### config.mk
export PLATFORM = sky130hd
export DESIGN_NAME = rx_decim_frontend
export DESIGN_NICKNAME = d
export VERILOG_FILES = /design/src/rtl/rx_decim_frontend.sv
export SDC_FILE = /design/constraint.sdc
export NUM_CORES = 1
export LEC_CHECK = 0
export CORE_MARGIN = 5
export CORE_UTILIZATION = 57
export CTS_CLUSTER_DIAMETER = 60
export DETAILED_ROUTE_END_ITERATION = 12
export PLACE_DENSITY = 0.93
export SYNTH_ARGS = -nofsm -noshare
export SYNTH_HDL_FRONTEND = slang
export SYNTH_SLANG_ARGS = --single-unit
### constraint.sdc
create_clock -name rx_clk -period 5.7 [get_ports rx_clk]
set_clock_uncertainty 0.2 [all_clocks]
set_input_delay 0.57 -clock rx_clk [delete_from_list [all_inputs] [get_ports rx_clk]]
set_output_delay 0.57 -clock rx_clk [all_outputs]
set_load 0.01 [all_outputs]
### src/rtl/rx_decim_frontend.sv
// AD9862 receive front end: registers both ADC streams, then averages each over
// power-of-two windows and presents 16-bit samples with a strobe for rx_buffer.
module rx_decim_frontend #(
    parameter int ADC_W    = 12,
    parameter int OUT_W    = 16,
    parameter int MAX_LOG2 = 7
) (
    input  logic             rx_clk,
    input  logic             reset_n,
    input  logic             enable,
    input  logic             test_mode,
    input  logic [2:0]       decim_log2,
    input  logic [ADC_W-1:0] rx_a_a,
    input  logic [ADC_W-1:0] rx_a_b,
    output logic [OUT_W-1:0] ch_0,
    output logic [OUT_W-1:0] ch_1,
    output logic [OUT_W-1:0] ch_2,
    output logic [OUT_W-1:0] ch_3,
    output logic             rxstrobe,
    output logic             window_busy
);

    localparam int ACC_W = ADC_W + MAX_LOG2;
    localparam int PAD_W = OUT_W - ADC_W;

    logic                en_reg;
    logic [MAX_LOG2-1:0] cnt_reg;
    logic [MAX_LOG2-1:0] cnt_next;
    logic [2:0]          cur_log2_reg;
    logic [2:0]          eff_log2;
    logic [MAX_LOG2:0]   win_len;
    logic                window_end;
    logic [OUT_W-1:0]    ramp_reg;
    logic [OUT_W-1:0]    ch_0_reg;
    logic [OUT_W-1:0]    ch_1_reg;
    logic [OUT_W-1:0]    ch_3_reg;
    logic                strobe_reg;

    logic [ADC_W-1:0]    adc_pins [2];
    logic [OUT_W-1:0]    avg_out  [2];

    assign adc_pins[0] = rx_a_a;
    assign adc_pins[1] = rx_a_b;

    // The exponent is picked up at window start; mid-window it stays frozen so a
    // change only affects the next window. With N = 1 every cycle is a start.
    always_comb begin
        eff_log2   = (cnt_reg == '0) ? decim_log2 : cur_log2_reg;
        win_len    = (MAX_LOG2 + 1)'(1) << eff_log2;
        window_end = en_reg && ({1'b0, cnt_reg} == (win_len - 1'b1));
        cnt_next   = '0;
        if (en_reg && !window_end) begin
            cnt_next = cnt_reg + 1'b1;
        end
    end

    genvar gi;
    generate
        for (gi = 0; gi < 2; gi++) begin : g_chan
            logic signed [ADC_W-1:0] adc_reg;
            logic signed [ACC_W-1:0] acc_reg;
            logic signed [ACC_W-1:0] sum;
            logic signed [ADC_W-1:0] avg_bits;

            // The final sample of a window is folded in combinationally so the
            // average is ready on the same edge that closes the window.
            assign sum      = acc_reg + {{MAX_LOG2{adc_reg[ADC_W-1]}}, adc_reg};
            assign avg_bits = ADC_W'(sum >>> eff_log2);
            assign avg_out[gi] = {avg_bits, {PAD_W{1'b0}}};

            always_ff @(posedge rx_clk or negedge reset_n) begin
                if (!reset_n) begin
                    adc_reg <= '0;
                    acc_reg <= '0;
                end else begin
                    adc_reg <= adc_pins[gi];
                    if (!en_reg || window_end) begin
                        acc_reg <= '0;
                    end else begin
                        acc_reg <= sum;
                    end
                end
            end
        end
    endgenerate

    always_ff @(posedge rx_clk or negedge reset_n) begin
        if (!reset_n) begin
            en_reg       <= 1'b0;
            cnt_reg      <= '0;
            cur_log2_reg <= '0;
            ramp_reg     <= '0;
            ch_0_reg     <= '0;
            ch_1_reg     <= '0;
            ch_3_reg     <= '0;
            strobe_reg   <= 1'b0;
        end else begin
            en_reg       <= enable;
            cnt_reg      <= cnt_next;
            cur_log2_reg <= eff_log2;
            strobe_reg   <= window_end;
            if (window_end) begin
                ch_3_reg <= ch_3_reg + 1'b1;
                if (test_mode) begin
                    ch_0_reg <= ramp_reg;
                    ch_1_reg <= ~ramp_reg;
                    ramp_reg <= ramp_reg + 1'b1;
                end else begin
                    ch_0_reg <= avg_out[0];
                    ch_1_reg <= avg_out[1];
                end
            end
        end
    end

    assign ch_0        = ch_0_reg;
    assign ch_1        = ch_1_reg;
    assign ch_2        = '0;
    assign ch_3        = ch_3_reg;
    assign rxstrobe    = strobe_reg;
    assign window_busy = (cnt_reg != '0);

endmodule

==> reports/results.ini <==
[power_and_ir_drop]
seqPwrFrac_pct = 27.3
p_int_w = 0.00276
p_per_area_nw_per_um2 = 474
peakVddDrop_v = 0.000291
swShare_pct = 41.3
p_comb_share_pct = 49.6
p_leak_nw = 4.43
clockPowerShare_pct = 23.1
p_sw_w = 0.00194

[synth]
ys_warn_count = 0
synth-compound-area-share_pct = 18.2
synth_area_um2 = 8470
yosysSeqAreaShare_pct = 40.8
synthTopCellsByArea = dfrtp_1 (41%), ha_1 (6.1%), xnor2_1 (4.4%), nor2_1 (4.3%), nand2_1 (4.1%)
ys_ff_latch = 138
synthFlopType = dfrtp_1
synth_adder_area_share_pct = 6.53
synthSimpleGateAreaFrac_pct = 18.1
synthMuxAreaShare_pct = 4.28
avgSynthCellArea_um2 = 9.22
yosysUniqueCellTypes = 81
synth-edff-count = 0
async_reset_ff_share_pct = 100
synth_top_family_by_area = compound AO/OA/AOI/OAI gates
synthXorXnorAreaFrac_pct = 7.23
synth_top_area_share_pct = 40.8
synth_top_area_cell = dfrtp_1
synth_cells = 919

[cts]
htreeDepth = 4
cts_made_buffers = 17
cts-root-buf = clkbuf_16
clockBufferDepth = 2
cts_tree = yes
path_clk_slew_ps = 60
cts_setup_buffers = 0
clk_latency_ps = 440
hold_buffers = 1
numClockSinks = 138
cts_resized = 0

[setup_path]
crit_arrival_ps = 4960
end_kind = flop
cp-start-kind = flop
cp.required_ps = 5810
path_class = flop to flop
worstPathMaxFanout = 58

[global_route]
antenna_found_initial = 0
grt_usage_pct = 25.3
grt_pass1_wl_um = 36000
grt_pass1_vias = 7289
grt_max_degree = 73
overflow = 0

[floorplanning]
initial_core_util_pct = 58.3
die_h_um = 132
rows = 44
die_area_um2 = 17400
die_w_um = 132
io_pins = 97
core_area_um2 = 14500

[route]
drt-total-wl_um = 22200
ant_nets = 0
vias = 7500
drcViolationCount = 0
wire_per_inst_um = 18.9
drt_iter0_markers = 783
vias_per_cell = 6.36
drt_pass1_iterations = 8

[timing]
relSlewSlack_pct = 19.8
hold_violations = 0
tightest_slew_ps = 1200
fin_crit_sh_pct = 85.2
min_period_ps = 4850
finalSetupViolations = 0
rsz0062_at_grt = no
drv_slew = 0
max_freq_mhz = 206
setup_tns_ps = 0

[final_layout]
final_common_cell = dfrtp_1
area_growth_pct = 17.1
diodes = 0
drive_above_1_share_pct = 6.53
stdcell_count = 1179
largest_register_ffs = 38
fin_nets = 1057
final_cell_mix = dfrtp_1 (138), nor2_1 (96), nand2_1 (93)

[placement]
gp_congestion = 0.940
portBuffers = 80
dp_hpwl_um = 15100
placed_cells_incl_taps = 1147

[job]
cap_viol_max_count = 0

[run_status]
status = completed

[worst_hold_path]
hp-class = flop to flop

-- cells by family (layout without fill, tap and decap cells) --
| logic type | after synthesis | count (layout) |
|---|---|---|
| AND/OR/NAND/NOR | 315 | 315 |
| AO/OA/AOI/OAI | 231 | 231 |
| multiplexers | 34 | 34 |
| other | 1 | 16 |
| flip-flops | 138 | 138 |
| XOR/XNOR | 70 | 70 |
| buffers and inverters | 87 | 148 |
| adder cells (fa/ha/maj) | 43 | 43 |
-- layer usage --
metal  GRT usage (%)  part of all wire, %  vias to the layer above
li1                -                    -                     3394
met1            31.2                   39                     3599
met2            40.8                   48                      406
met3            5.99                  7.7                      101
met4            14.2                  5.2                        0
met5               0                    0                        -
-- worst max-delay path, cell delays in order, from the launching register on --
cell and delay [ps]:
dfrtp_1 430, inv_1 100, ha_1 160, nor4b_2 290, nand2_1 320, mux2i_2 250
buf_4 340, nand2b_1 110, ha_1 260, xnor2_1 160, nand4_1 110, a211oi_1 250
a31oi_1 80, xnor2_1 320, nand4bb_4 200, buf_4 490, inv_2 220, o21ai_0 280
o31ai_1 110
-- path summary, 6_finish.rpt --
path	from	endpoint	slack, ps	cells past startpoint
worst max-delay path	cnt_reg[0]	ch_1[13]	850	18
worst min-delay path	ramp_reg[15]	ramp_reg[15]	270	1
worst max register to register	cnt_reg[0]	ch_1[13]	850	18
worst min register to register	ramp_reg[15]	ramp_reg[15]	270	1
max in group asynchronous	reset_n	ch_0[2]	3460	3
min in group asynchronous	reset_n	g_chan[1].adc_reg[7]	510	2
-- per-stage QoR --
stage	cell area [um2]	util [%]	power, W	hold slack [ps]	worst slack (ps)
5_1_grt	9920	68.3	0.00496	306	411
4_1_cts	9920	68.3	0.00465	268	940
2_1_floorplan	8530	-	0.00289	74.4	1370
6_report	9920	68.3	0.00470	269	845
3_3_place_gp	9330	64.2	0.00344	250	1230
3_5_place_dp	9330	64.2	0.00352	260	1060
-- synthesized netlist by cell type (8+ instances only) --
| cell type | number |
|---|---|
| a211oi_1 | 14 |
| a21o_1 | 12 |
| a21oi_1 | 59 |
| and3_1 | 8 |
| buf_2 | 12 |
| buf_4 | 17 |
| clkbuf_1 | 23 |
| dfrtp_1 | 138 |
| ha_1 | 41 |
| inv_1 | 27 |
| mux2_2 | 8 |
| mux2i_1 | 25 |
| nand2_1 | 93 |
| nand2b_1 | 12 |
| nand3_1 | 24 |
| nand4_1 | 12 |
| nor2_1 | 96 |
| nor2b_1 | 18 |
| nor3_1 | 19 |
| o211ai_1 | 13 |
| o21ai_0 | 46 |
| o31ai_1 | 14 |
| xnor2_1 | 43 |
| xor2_1 | 27 |
-- area by class of cell --
| cell class | count | area (um2) |
|---|---|---|
| inverter | 29 | 109 |
| clock inverter | 11 | 121 |
| timing repair buffer | 88 | 865 |
| tap | 184 | 230 |
| multi-input combinational | 709 | 4690 |
| sequential | 138 | 3450 |
| clock buffer | 20 | 457 |
| fill | 1070 | 4610 |
-- power by group through the flow --
| stage | Sequential [W] | Clock (W) | Combinational, W |
|---|---|---|---|
| after floorplan | 0.00128 | 0 | 0.00160 |
| after global placement | 0.00128 | 0 | 0.00216 |
| after detailed placement | 0.00129 | 0 | 0.00222 |
| after CTS | 0.00128 | 0.00110 | 0.00227 |
| after global routing | 0.00130 | 0.00114 | 0.00252 |
| final | 0.00128 | 0.00109 | 0.00233 |
(Power assumes the default switching activity.)
